$ cat src/rtl/dot_product_ctrl.sv
// Dot-product sequencer: reads VECTOR_WIDTH element pairs from two 1-cycle-latency memories, multiply-accumulates, presents result.
// Latency: first read 1 cycle after start, result_valid VECTOR_WIDTH+2 cycles after start; result held until result_ready.
// Backpressure: holds DONE (result/element_count stable, start ignored) until result_valid && result_ready. Macro: DOT_PRODUCT_CTRL_SIGNED_EN.
module dot_product_ctrl #(
    parameter int DATA_WIDTH   = 8,
    parameter int VECTOR_WIDTH = 4,
    parameter int ADDR_WIDTH   = 5,
    parameter int ACC_WIDTH    = 18,
    parameter int CNT_WIDTH    = 3
) (
    input  logic                  clk,
    input  logic                  rst_n,
    input  logic                  start,
    input  logic [ADDR_WIDTH-1:0] base_addr,
    output logic                  busy,
    output logic                  rd_en_mem1,
    output logic [ADDR_WIDTH-1:0] rd_addr_mem1,
    output logic                  rd_en_mem2,
    output logic [ADDR_WIDTH-1:0] rd_addr_mem2,
    input  logic [DATA_WIDTH-1:0] mem1_rdata,
    input  logic [DATA_WIDTH-1:0] mem2_rdata,
    output logic [CNT_WIDTH-1:0]  element_count,
    output logic [ACC_WIDTH-1:0]  result,
    output logic                  result_valid,
    input  logic                  result_ready
);

    typedef enum logic [1:0] {IDLE, READ, DRAIN, DONE} state_t;

    state_t                  state;
    logic [CNT_WIDTH-1:0]    rd_cnt;
    logic                    rd_pend;
    logic [ACC_WIDTH-1:0]    acc;
    logic [2*DATA_WIDTH-1:0] op_a;
    logic [2*DATA_WIDTH-1:0] op_b;
    logic [2*DATA_WIDTH-1:0] prod;
    logic [ACC_WIDTH-1:0]    prod_ext;
    logic [ACC_WIDTH-1:0]    acc_sum;

    // Operands are widened to the product width first; the low half of the
    // product is then the correct two's-complement or unsigned result.
    always_comb begin
`ifdef DOT_PRODUCT_CTRL_SIGNED_EN
        op_a     = {{DATA_WIDTH{mem1_rdata[DATA_WIDTH-1]}}, mem1_rdata};
        op_b     = {{DATA_WIDTH{mem2_rdata[DATA_WIDTH-1]}}, mem2_rdata};
        prod     = op_a * op_b;
        prod_ext = {{(ACC_WIDTH-2*DATA_WIDTH){prod[2*DATA_WIDTH-1]}}, prod};
`else
        op_a     = {{DATA_WIDTH{1'b0}}, mem1_rdata};
        op_b     = {{DATA_WIDTH{1'b0}}, mem2_rdata};
        prod     = op_a * op_b;
        prod_ext = {{(ACC_WIDTH-2*DATA_WIDTH){1'b0}}, prod};
`endif
        acc_sum  = acc + prod_ext;
    end

    always_ff @(posedge clk) begin
        if (!rst_n) begin
            state         <= IDLE;
            busy          <= 1'b0;
            rd_en_mem1    <= 1'b0;
            rd_en_mem2    <= 1'b0;
            rd_addr_mem1  <= '0;
            rd_addr_mem2  <= '0;
            rd_cnt        <= '0;
            rd_pend       <= 1'b0;
            acc           <= '0;
            element_count <= '0;
            result        <= '0;
            result_valid  <= 1'b0;
        end else begin
            // rd_pend marks the cycle whose rdata answers last cycle's read.
            rd_pend <= rd_en_mem1;
            if (rd_pend) begin
                acc           <= acc_sum;
                element_count <= element_count + CNT_WIDTH'(1);
            end

            case (state)
                IDLE: begin
                    if (start) begin
                        state         <= READ;
                        busy          <= 1'b1;
                        rd_en_mem1    <= 1'b1;
                        rd_en_mem2    <= 1'b1;
                        rd_addr_mem1  <= base_addr;
                        rd_addr_mem2  <= base_addr;
                        rd_cnt        <= '0;
                        acc           <= '0;
                        element_count <= '0;
                    end
                end
                READ: begin
                    if (rd_cnt == CNT_WIDTH'(VECTOR_WIDTH - 1)) begin
                        state      <= DRAIN;
                        rd_en_mem1 <= 1'b0;
                        rd_en_mem2 <= 1'b0;
                    end else begin
                        rd_cnt       <= rd_cnt + CNT_WIDTH'(1);
                        rd_addr_mem1 <= rd_addr_mem1 + ADDR_WIDTH'(1);
                        rd_addr_mem2 <= rd_addr_mem2 + ADDR_WIDTH'(1);
                    end
                end
                DRAIN: begin
                    state        <= DONE;
                    result       <= acc_sum;
                    result_valid <= 1'b1;
                end
                DONE: begin
                    if (result_ready) begin
                        state        <= IDLE;
                        busy         <= 1'b0;
                        result_valid <= 1'b0;
                    end
                end
                default: state <= IDLE;
            endcase
        end
    end

endmodule

$ cat config.mk
export PLATFORM = sky130hd
export DESIGN_NAME = dot_product_ctrl
export DESIGN_NICKNAME = d
export VERILOG_FILES = /design/src/rtl/dot_product_ctrl.sv
export SDC_FILE = /design/constraint.sdc
export NUM_CORES = 1
export LEC_CHECK = 0
export ABC_AREA = 0
export CAP_MARGIN = 10
export CORE_ASPECT_RATIO = 0.6
export CORE_UTILIZATION = 50
export DETAILED_ROUTE_END_ITERATION = 8
export DONT_BUFFER_PORTS = 1
export HOLD_SLACK_MARGIN = 0.06
export PLACE_DENSITY = 0.72
export SYNTH_ARGS = -nofsm -noshare
export SYNTH_HDL_FRONTEND = slang
export SYNTH_SLANG_ARGS = --single-unit
$ cat constraint.sdc
create_clock -name clk -period 5.83 [get_ports clk]
set_input_delay 1.4575 -clock clk [delete_from_list [all_inputs] [get_ports clk]]
set_output_delay 1.4575 -clock clk [all_outputs]
set_load 0.01 [all_outputs]
== After elaboration in Yosys (flattened, before gate mapping) ==
Cells that the tools add are included.

* Flip-flop bits (word level): 58
* Bits of input ports: 25
* Output and inout bits: 35

* Add/subtract/negate cells: 5
* Multiply operators: 1
* Equal/unequal tests: 8
* Multiplexer cells: 24
* Reduce and logical (&&, ||, !) cells: 9

{| class="wikitable"
|+ Operator list
! kind !! number
|-
| $mux W18 || 3
|-
| $pmux W5 S2 || 2
|-
| $add A18 B16 Y18 || 1
|-
| $mul A8 B8 Y16 || 1
|-
| $mux W3 || 5
|-
| $mux W5 || 3
|-
| $reduce_and A3 Y1 || 4
|-
| $add A5 B1 Y5 const B || 2
|-
| $ne A2 B2 Y1 const B || 4
|-
| $pmux W2 S4 || 1
|-
| $add A3 B1 Y3 const B || 2
|-
| $mux W2 || 3
|-
| $pmux W1 S2 || 3
|-
| $pmux W3 S2 || 1
|-
| $reduce_bool A2 Y1 || 3
|-
| $eq A2 B2 Y1 const B || 2
|-
| $eq A3 B2 Y1 const B || 1
|-
| $mux W1 || 3
|-
| $eq A2 B1 Y1 const B || 1
|-
| $logic_not A2 Y1 || 1
|-
| $reduce_and A2 Y1 || 1
|}

== Longest topological paths before layout ==
* Depth in word-level cells: 5
* Depth in mapped cells: 18

== Least setup slack after synthesis ==
OpenSTA, ideal clock, no wires.

* Path kind: in2reg
* Start point: input port mem2_rdata[7]
* End point: register acc[17]
* Arrival: 5.355 ns
* Setup slack: 0.360 ns
* Stages on the path: 15
* Cell sequence: and2_1 -> fa_1 -> fa_1 -> fa_1 -> inv_1 -> fa_1 -> inv_1 -> ha_1 -> and2_4 -> a221oi_4 -> a211oi_2 -> o21a_1 -> o211ai_2 -> a21oi_1 -> a31o_1

* Cells in the longest elaborated chain, start to end: 5

{| class="wikitable"
|+ Ends and longest elaborated chain
! element !! line !! RTL
|-
| start, declared || 21 || <nowiki>input logic [DATA_WIDTH-1:0] mem2_rdata,</nowiki>
|-
| $mul A8 B8 Y16 (*) || 51 || <nowiki>prod = op_a * op_b;</nowiki>
|-
| $add A18 B16 Y18 (*) || 54 || <nowiki>acc_sum = acc + prod_ext;</nowiki>
|-
| $mux W18 (*) || 74 || <nowiki>if (rd_pend) begin</nowiki>
|-
| $mux W18 || 81 || <nowiki>if (start) begin</nowiki>
|-
| $mux W18 (*) || 79 || <nowiki>case (state)</nowiki>
|-
| end signal, assigned || 75 || <nowiki>acc <= acc_sum;</nowiki>
|-
| end, declared || 33 || <nowiki>logic [ACC_WIDTH-1:0] acc;</nowiki>
|}

Every way passes the cells marked *; elsewhere a longest branch is shown, timed or not.
A chain may end at the register's enable or synchronous reset.

== Final worst setup path ==
* Start point: input port mem2_rdata[7]
* End point: register result[16]

* Cells in the longest elaborated chain, start to end: 2

{| class="wikitable"
|+ Ends and longest elaborated chain
! element !! line !! RTL
|-
| $mul A8 B8 Y16 || 51 ||
|-
| $add A18 B16 Y18 || 54 ||
|-
| end signal, assigned || 106 || <nowiki>result <= acc_sum;</nowiki>
|-
| end, declared || 23 || <nowiki>output logic [ACC_WIDTH-1:0] result,</nowiki>
|}

No other way between the ends.

==> impl_metrics.ini <==
[logic_synthesis]
synth_nets = 722
synth_area_sq_mm = 0.00511
ys_async_sr_fraction = 0
ys_seq_elements = 58
ys_seq_area_frac = 0.227
synthCells = 598
ys_warn_count = 0
synth_edf_count = 0
syn_avg_cell_area_sq_um = 8.54
synth_cell_types = 54
ys.flop_type = dfxtp_1

[sta]
setup_viol = 0
relSlewSlack = 0.295
max_freq_mhz = 189
worst_slew_pin_slew_ns = 1.06
finalHoldViolations = 0
rsz0062_at_grt = false
layout_min_cycle_time_ns = 5.28
finClkSkew_ns = 0.00823
whs_ns = 0.476
period_share = 0.906
finalSetupTns_ns = 0
final_max_slew_viol_count = 0

[clock_network]
insertion_delay_ns = 0.33
holdBufCountCts = 0
cts_buffers = 9
ctsHtreeMaxLevel = 3
cts_setup_buffers = 0
cts_resized = 0
root_buffer = clkbuf_16
clk_pin_slew_ns = 0.06
clock_path_buffers = 2
cts_tree = yes
cts.sinks = 58

[worst_setup_path]
crit_start = mem2_rdata[7]
rrSetupSlack_ns = 1.54
critPathRequiredTime_ns = 6.04
arrival_ns = 5.49
endpoint = result[16]
timing.rr.end = acc[17]
rr_worst_depth = 16
startpoint_type = input pin
crit_type = in -> reg
cp-end-kind = flip-flop
crit_fanout = 8
r2r_start = acc[6]

[global_routing]
grt_pass1_vias = 3672
grt_pass1_wl_um = 17700
overflow = 0
gr-usage-all-layers = 0.212
grt_max_degree = 34
antenna_found_initial = 0

[die]
dieArea_sq_mm = 0.0106
initial_core_util = 0.517
io_pins = 60
row_count = 28
design.core.area_sq_mm = 0.00988
die_y_um = 80.3
die_w_um = 132

[drt]
routed_wl_um = 10900
wl_per_cell_um = 14.8
antenna_left = 0
drc_errors = 0
viasPerCell = 5.37
firstDrtPassIters = 5
drtIter0Drc = 336
vias = 3934

[place]
gp_congestion = 0.909
io_buffers = 0
dp_hpwl_um = 8680

[power_and_ir_drop]
ir_drop_v = 0.000215
p_leak_nw = 2.54
p_per_area_mw_per_mm2 = 477

[finish]
final_common_cell = inv_1
final_cell_mix = 97 x inv_1, 64 x nand2_1, 58 x dfxtp_1, 51 x nor2_1, 50 x fa_1
final_nets = 717
drive_above_1_share = 0.0485
layout-area-overhead-vs-synth_pct = 7.84
antenna_cells = 0

[run]
maxCapViolCount = 0

[outcome]
status = finished, final reports clean

[min_path]
hold_class = reg -> reg
-- layout make-up --
cell class	instances	area [sq um]
Clock buffer	9	225
Clock inverter	7	68.8
Fill cell	901	4370
Inverter	98	368
Multi-Input combinational cell	424	3500
Sequential cell	58	1160
Tap cell	135	169
Timing Repair Buffer	2	15.0
-- power by group --
group / leakage (nW) / switching [W] / total [W] / internal, W
Clock: 0.142 / 0.000188 / 0.000518 / 0.000329
Sequential: 0.472 / 0.000127 / 0.000625 / 0.000499
Combinational: 1.92 / 0.000910 / 0.00149 / 0.000576
-- registers in the layout, summed over array words and instances (netlist names) --
name	flops
acc	18
rd_en_mem2	1
state	2
element_count	3
result	18
rd_pend	1
rd_addr_mem1	5
result_valid	1
rd_cnt	3
busy	1
rd_addr_mem2	5
-- how the worst min path moves through the flow --
stage,endpoint,startpoint,slack (ns),depth (start not counted)
finish,acc[14],acc[14],0.48,2
global route,acc[14],acc[14],0.52,2
CTS,acc[14],acc[14],0.47,2
detailed placement,acc[14],acc[14],0.47,2
global placement,acc[14],acc[14],0.46,2
floorplan,acc[14],acc[14],0.45,2
-- critical path, stage by stage --
cell and delay [ns]:
and2_1 0.15, fa_1 0.50, fa_1 0.52, fa_1 0.54, inv_1 0.05, fa_1 0.53, inv_1 0.04, ha_1 0.31
a21o_1 0.20, a21o_1 0.17, a21oi_1 0.20, and3b_1 0.18, o21ai_1 0.11, nor4b_1 0.17, a311o_1 0.35
-- stage by stage --
step | instances | util | setup WS (ns) | instance area [sq um] | total power (W)
after global routing | 733 | 0.557 | 0.393 | 5510 | 0.00285
after CTS | 733 | 0.557 | 0.554 | 5510 | 0.00263
after global placement | 717 | 0.528 | 0.256 | 5210 | 0.00206
after floorplan | 598 | - | 0.360 | 5110 | 0.00180
final | 733 | 0.557 | 0.548 | 5510 | 0.00263
after detailed placement | 717 | 0.528 | 0.208 | 5210 | 0.00210
-- synth_stat cells (2+ instances only) --
library cell  instances  area share
nor3_1               10      0.0098
nand3_1              15       0.015
and3_1                2      0.0024
nor2b_1               6      0.0074
buf_2                 2      0.0020
a21oi_1              24       0.024
ha_1                 49        0.12
o211ai_1              4      0.0059
inv_1                97       0.071
nand4b_1              3      0.0051
nand3b_1              5      0.0074
fa_1                 50        0.20
a21oi_2               4      0.0069
xor2_1                4      0.0069
nand2b_1              4      0.0049
a21o_1                6      0.0088
o21a_1                2      0.0029
clkbuf_1              9      0.0066
o21ai_0              23       0.023
dfxtp_1              58        0.23
xnor2_1               5      0.0086
buf_1                 5      0.0037
a211oi_1              4      0.0059
a311o_1               2      0.0039
nor2_1               51       0.037
or3_1                 2      0.0024
o21ai_1               3      0.0029
mux2i_1              23       0.045
buf_4                 2      0.0029
and2_1               37       0.045
nand2_1              64       0.047
-- per-layer routing --
| metal | up-vias | GRT usage | share of wire |
|---|---|---|---|
| met3 | 7 | 0.0537 | 0.059 |
| met5 | - | 0 | 0 |
| met1 | 1919 | 0.302 | 0.49 |
| met4 | 0 | 0.0391 | 0.0036 |
| met2 | 88 | 0.325 | 0.45 |
| li1 | 1920 | - | - |
-- cells by family (layout without fill, tap and decap cells) --
logic type      Yosys count  in the layout  synth area share
compound gates           84             84             0.109
xor+xnor                  9              9            0.0154
fa+ha+maj                99             99             0.316
buf+inv                 116            116            0.0872
flops                    58             58             0.227
mux                      23             23            0.0451
simple gates            209            209             0.200
Note: power is estimated with default switching activity, not from simulation.
